### src/rtl/bcd_chain_counter.sv
// Cascaded digit counter with per-digit modulus (alternating even/odd bases),
// run/stop/halt control, lap capture and terminal-count carry pulse.
module bcd_chain_counter #(
  parameter int unsigned NUM_DIGITS = 4,
  parameter int unsigned BASE_EVEN  = 10,
  parameter int unsigned BASE_ODD   = 6,
  parameter bit          WRAP       = 1'b1
) (
  input  logic                    clk,
  input  logic                    rst,
  input  logic                    enable,
  input  logic                    up,
  input  logic                    start_stop,
  input  logic                    clear,
  input  logic                    load,
  input  logic [4*NUM_DIGITS-1:0] load_value,
  input  logic                    lap,
  output logic [4*NUM_DIGITS-1:0] count,
  output logic [4*NUM_DIGITS-1:0] lap_value,
  output logic                    lap_valid,
  output logic                    carry,
  output logic                    running
);

  localparam int unsigned W = 4 * NUM_DIGITS;

  typedef enum logic [1:0] {
    StStopped = 2'd0,
    StRunning = 2'd1,
    StHalted  = 2'd2
  } state_e;

  // Largest legal value of digit idx (base - 1).
  function automatic logic [3:0] digit_max(input int unsigned idx);
    int unsigned b;
    b = ((idx % 2) == 0) ? BASE_EVEN : BASE_ODD;
    return 4'(b - 1);
  endfunction

  state_e         r_state;
  state_e         w_state_next;
  logic [W-1:0]   r_count;
  logic [W-1:0]   w_count_next;
  logic [W-1:0]   r_lap_value;
  logic           r_lap_valid;
  logic           r_carry;
  logic           r_running;

  logic [W-1:0]   w_step;
  logic [W-1:0]   w_load_val;
  logic           w_term_up;
  logic           w_term_dn;
  logic           w_terminal;
  logic           w_count_evt;
  logic           w_carry_evt;

  // Terminal detection on the pre-event count.
  always_comb begin
    w_term_up = 1'b1;
    w_term_dn = 1'b1;
    for (int i = 0; i < NUM_DIGITS; i++) begin
      if (r_count[4*i +: 4] != digit_max(i)) w_term_up = 1'b0;
      if (r_count[4*i +: 4] != 4'd0)         w_term_dn = 1'b0;
    end
  end

  assign w_terminal  = up ? w_term_up : w_term_dn;
  assign w_count_evt = (r_state == StRunning) && enable && !clear && !load;
  assign w_carry_evt = w_count_evt && w_terminal;

  // Ripple step: a digit moves only when every lower digit is at its rollover value.
  always_comb begin
    logic       ripple;
    logic [3:0] dig;
    w_step = r_count;
    ripple = 1'b1;
    for (int i = 0; i < NUM_DIGITS; i++) begin
      dig = r_count[4*i +: 4];
      if (ripple) begin
        if (up) begin
          w_step[4*i +: 4] = (dig == digit_max(i)) ? 4'd0 : dig + 4'd1;
        end else begin
          w_step[4*i +: 4] = (dig == 4'd0) ? digit_max(i) : dig - 4'd1;
        end
      end
      ripple = ripple && (up ? (dig == digit_max(i)) : (dig == 4'd0));
    end
  end

  // Out-of-range preset digits are forced to zero.
  always_comb begin
    w_load_val = '0;
    for (int i = 0; i < NUM_DIGITS; i++) begin
      if (load_value[4*i +: 4] <= digit_max(i)) begin
        w_load_val[4*i +: 4] = load_value[4*i +: 4];
      end
    end
  end

  always_comb begin
    w_count_next = r_count;
    if (clear) begin
      w_count_next = '0;
    end else if (load) begin
      w_count_next = w_load_val;
    end else if (w_count_evt) begin
      if (!(w_terminal && !WRAP)) w_count_next = w_step;
    end
  end

  always_comb begin
    w_state_next = r_state;
    case (r_state)
      StStopped: begin
        if (start_stop) w_state_next = StRunning;
      end
      StRunning: begin
        if (w_carry_evt && !WRAP) begin
          w_state_next = StHalted;
        end else if (start_stop) begin
          w_state_next = StStopped;
        end
      end
      StHalted: begin
        if (clear || load) w_state_next = StStopped;
      end
      default: w_state_next = StStopped;
    endcase
  end

  always_ff @(posedge clk or posedge rst) begin
    if (rst) begin
      r_state     <= StStopped;
      r_count     <= '0;
      r_lap_value <= '0;
      r_lap_valid <= 1'b0;
      r_carry     <= 1'b0;
      r_running   <= 1'b0;
    end else begin
      r_state     <= w_state_next;
      r_count     <= w_count_next;
      r_lap_valid <= lap;
      r_carry     <= w_carry_evt;
      r_running   <= (w_state_next == StRunning);
      if (lap) r_lap_value <= r_count;
    end
  end

  assign count     = r_count;
  assign lap_value = r_lap_value;
  assign lap_valid = r_lap_valid;
  assign carry     = r_carry;
  assign running   = r_running;

endmodule

### config.mk
export PLATFORM = sky130hd
export DESIGN_NAME = bcd_chain_counter
export DESIGN_NICKNAME = d
export VERILOG_FILES = /design/src/rtl/bcd_chain_counter.sv
export SDC_FILE = /design/constraint.sdc
export NUM_CORES = 1
export LEC_CHECK = 0
export CORE_UTILIZATION = 38
export CTS_CLUSTER_DIAMETER = 40
export DETAILED_ROUTE_END_ITERATION = 10
export PLACE_DENSITY = 0.64
export SLEW_MARGIN = 15
export SYNTH_ARGS = -nofsm -noshare
export SYNTH_HDL_FRONTEND = slang
export SYNTH_SLANG_ARGS = --single-unit
### constraint.sdc
create_clock -name clk -period 1.76 [get_ports clk]
set_clock_uncertainty 0.1 [all_clocks]
set_input_delay 0.352 -clock clk [delete_from_list [all_inputs] [get_ports clk]]
set_output_delay 0.352 -clock clk [all_outputs]
set_load 0.02 [all_outputs]
==> impl_metrics.ini <==
[critical_path]
worst_path_max_fanout = 4
end_kind = flop
worst-endpoint-required_ns = 1.88
crit_chain = or3_4, a2111oi_4, nor2_4, o31a_1, o21ai_2
path_delay_family = compound AO/OA/AOI/OAI gates
timing_worst_setup_path_type = reg -> reg
crit_arrival_ns = 1.98
timing.critical_path.slowest_cell_delay_ns = 0.43
slowest_stage = sky130_fd_sc_hd__a2111oi_4
startpoint_type = flop
worstPathBufferInverterCount = 0

[clock_tree]
clk_transition_reported_paths_ns = 0.08
cts_htree_levels = 2
root_buffer_cell = sky130_fd_sc_hd__clkbuf_8
cts-buffers-inserted = 5
worst_skew_pair.late_latency_ns = 0.29
cts.sink_count = 37
cts_tree = yes
deepest_clock_path_buffer_count = 2
cts_hold_buffers = 0

[routing]
drt_first_pass_iters = 4
first_iter_violations = 117
met2RoutedLength_um = 3060
wl_met1_um = 2960
routed.top_layer = met4
dr_total_vias = 2348
vias_per_std_cell = 5.42
wire_per_inst_um = 14.8
antenna_violating_nets_post_route = 0
route.detailed.drc = 0
route.met3.wl_um = 293
finalWirelength_um = 6420

[die]
die_h_um = 80.6
num_io_pins = 59
fp.dieW_um = 80.6
core_region_area_sq_um = 5920
fp.dieArea_sq_um = 6490
core.rowCount = 28
start_util_pct = 39.6

[timing]
maxSlewHeadroom_pct = 72.8
fin_crit_sh_pct = 105
worst-slew-pin-transition_ns = 0.408
slew_violations = 0
aggregate_negative_setup_slack_ns = -0.478
max_freq_mhz = 539
hold_viol = 0
grt_setup_unrepaired = yes
tmin_final_ns = 1.85
finalSetupViolCount = 8
setup_ws_ns = -0.0947

[global_route]
grt_pass1_vias = 2159
grt_start_max_net_pins = 38
global_route.usage.total_pct = 20.5
gr-total-overflow = 0
wire_length_of_the_first_global_routing_pass_um = 10200
antenna_found_initial = 0

[placement]
dpl_cell_area_sq_um = 3350
dp_slack_ns = -0.614
place.gp.congestion = 0.870
numPlacedInstances = 411
hpwl_reported_at_the_end_of_detailed_placement_um = 4480
place.port_buffers = 58

[yosys]
edff_count_synth = 0
synth_seq_cells = 37
most_used_flip_flop_cell_after_synthesis = sky130_fd_sc_hd__dfrtp_1
synth.lib_cells_used.distinct = 55
sequential_share_of_the_synthesized_area_pct = 39.5
synth_cells = 253
postSynth.asyncResetShare_pct = 100
ys_warn_count = 0
syn_avg_cell_area_sq_um = 9.27
mappedNetlistArea_sq_um = 2350
mappedNetlistNets = 281

[cells_and_area]
final_nets = 385
layout_commonest_cell = sky130_fd_sc_hd__buf_4
flow.area_growth_from_synthesis_pct = 56.6
insertedDiodeCount = 0
final_design_area_no_fill_sq_um = 3670
layout_common_cells = 54 x sky130_fd_sc_hd__buf_4, 41 x sky130_fd_sc_hd__clkdlybuf4s50_1, 31 x sky130_fd_sc_hd__dfrtp_1, 20 x sky130_fd_sc_hd__nor2_1, 18 x sky130_fd_sc_hd__mux2_2
layout-drive-gt1-share_pct = 34.4
layoutNonFillerInstCount = 433

[pwr]
p_leak_nw = 1.68
vdd_drop_max_uv = 488
power_density_nw_per_um2 = 754

[outcome]
failed_checks = setup timing
status = finished, violations left

[min_path]
timing.hold.worst.class = in -> async

[flow_run]
maxCapViolations = 0
## worst min-delay path, stage by stage
cell and delay, ns:
sky130_fd_sc_hd__clkdlybuf4s50_1 0.40, sky130_fd_sc_hd__inv_1 0.09, sky130_fd_sc_hd__buf_12 0.22
## layout make-up
cell class	instances	area [sq um]
multi-input combinational	184	1420
clock buffer	5	68.8
inverter	11	43.8
timing repair buffer	118	1050
clock inverter	3	65.1
fill	510	2250
sequential	37	933
tap	75	93.8
## final timing paths
kind	startpoint	to	slack, ns	depth (start not counted)
min in group clk	up	carry	0.35	3
max in group asynchronous	rst	count[13]	1.03	3
max reg2reg	count[0]	count[4]	-0.09	5
min	rst	lap_value[12]	0.30	3
max	count[0]	count[4]	-0.09	5
min reg2reg	r_state[1]	running	0.37	1
## report_power, final
group	leakage, nW	total [mW]	internal (mW)	switching, mW
combinational	1.13	0.891	0.452	0.439
clock	0.0681	0.882	0.563	0.319
sequential	0.484	0.996	0.929	0.0661
## synthesized netlist by cell type (all sizes together) (2+ instances only)
| library cell | n | area (sq um) |
|---|---|---|
| dfrtp | 37 | 926 |
| nor2 | 21 | 81.3 |
| mux2 | 18 | 203 |
| a21oi | 17 | 85.1 |
| nand2 | 17 | 63.8 |
| o21ai | 16 | 87.6 |
| clkbuf | 15 | 57.6 |
| inv | 11 | 41.3 |
| nand3 | 9 | 45.0 |
| buf | 6 | 36.3 |
| mux2i | 6 | 60.1 |
| nor3 | 6 | 30.0 |
| nand3b | 5 | 41.3 |
| o22ai | 5 | 31.3 |
| ha | 4 | 50.1 |
| nand4 | 4 | 31.3 |
| o31ai | 4 | 30.0 |
| a211oi | 3 | 22.5 |
| and2 | 3 | 18.8 |
| nand2b | 3 | 18.8 |
| nor2b | 3 | 18.8 |
| nor4 | 3 | 18.8 |
| or3 | 3 | 23.8 |
| xor2 | 3 | 26.3 |
| a2111oi | 2 | 42.5 |
| a21boi | 2 | 15.0 |
| a221o | 2 | 20.0 |
| a221oi | 2 | 17.5 |
| a311oi | 2 | 17.5 |
| a31oi | 2 | 12.5 |
| nor3b | 2 | 15.0 |
| or2 | 2 | 12.5 |
| xnor2 | 2 | 17.5 |
## flip-flops by register name (all words and copies together) (netlist names)
register,cells
count,16
lap_value,16
r_state,2
carry,1
lap_valid,1
running,1
## metrics by stage
step	power [mW]	hold WS [ns]	util (%)
6_report	2.77	0.302	62.1
5_1_grt	2.90	0.336	62.1
4_1_cts	2.75	0.321	59.9
3_5_place_dp	1.85	0.357	56.6
3_3_place_gp	1.83	0.349	56.6
2_1_floorplan	1.46	0.283	-
## kinds of logic after synthesis
kind of cell,share of synthesized area [%]
DFF,39.5
xor gates and xnor gates,1.87
adders and majority gates,2.13
AOI/OAI and AO/OA,19.7
muxes,12.2
buffers and inverters,5.76
and+or+nand+nor,18.9
## layer usage
metal  GRT usage, %  up-vias
met4           6.96        0
met1           26.5     1138
met2           34.4       65
met5              0        -
li1               -     1133
met3           3.52       12
## what timing repair did
| item | 4_1_cts | 5_1_grt |
|---|---|---|
| pin swaps | 9 | 14 |
| buffers inserted | 4 | 10 |
| endpoints found under the setup margin | 31 | 16 |
| gates cloned | 0 | 0 |
| resized for setup | 30 | 18 |
Note: power is estimated with default switching activity, not from simulation.
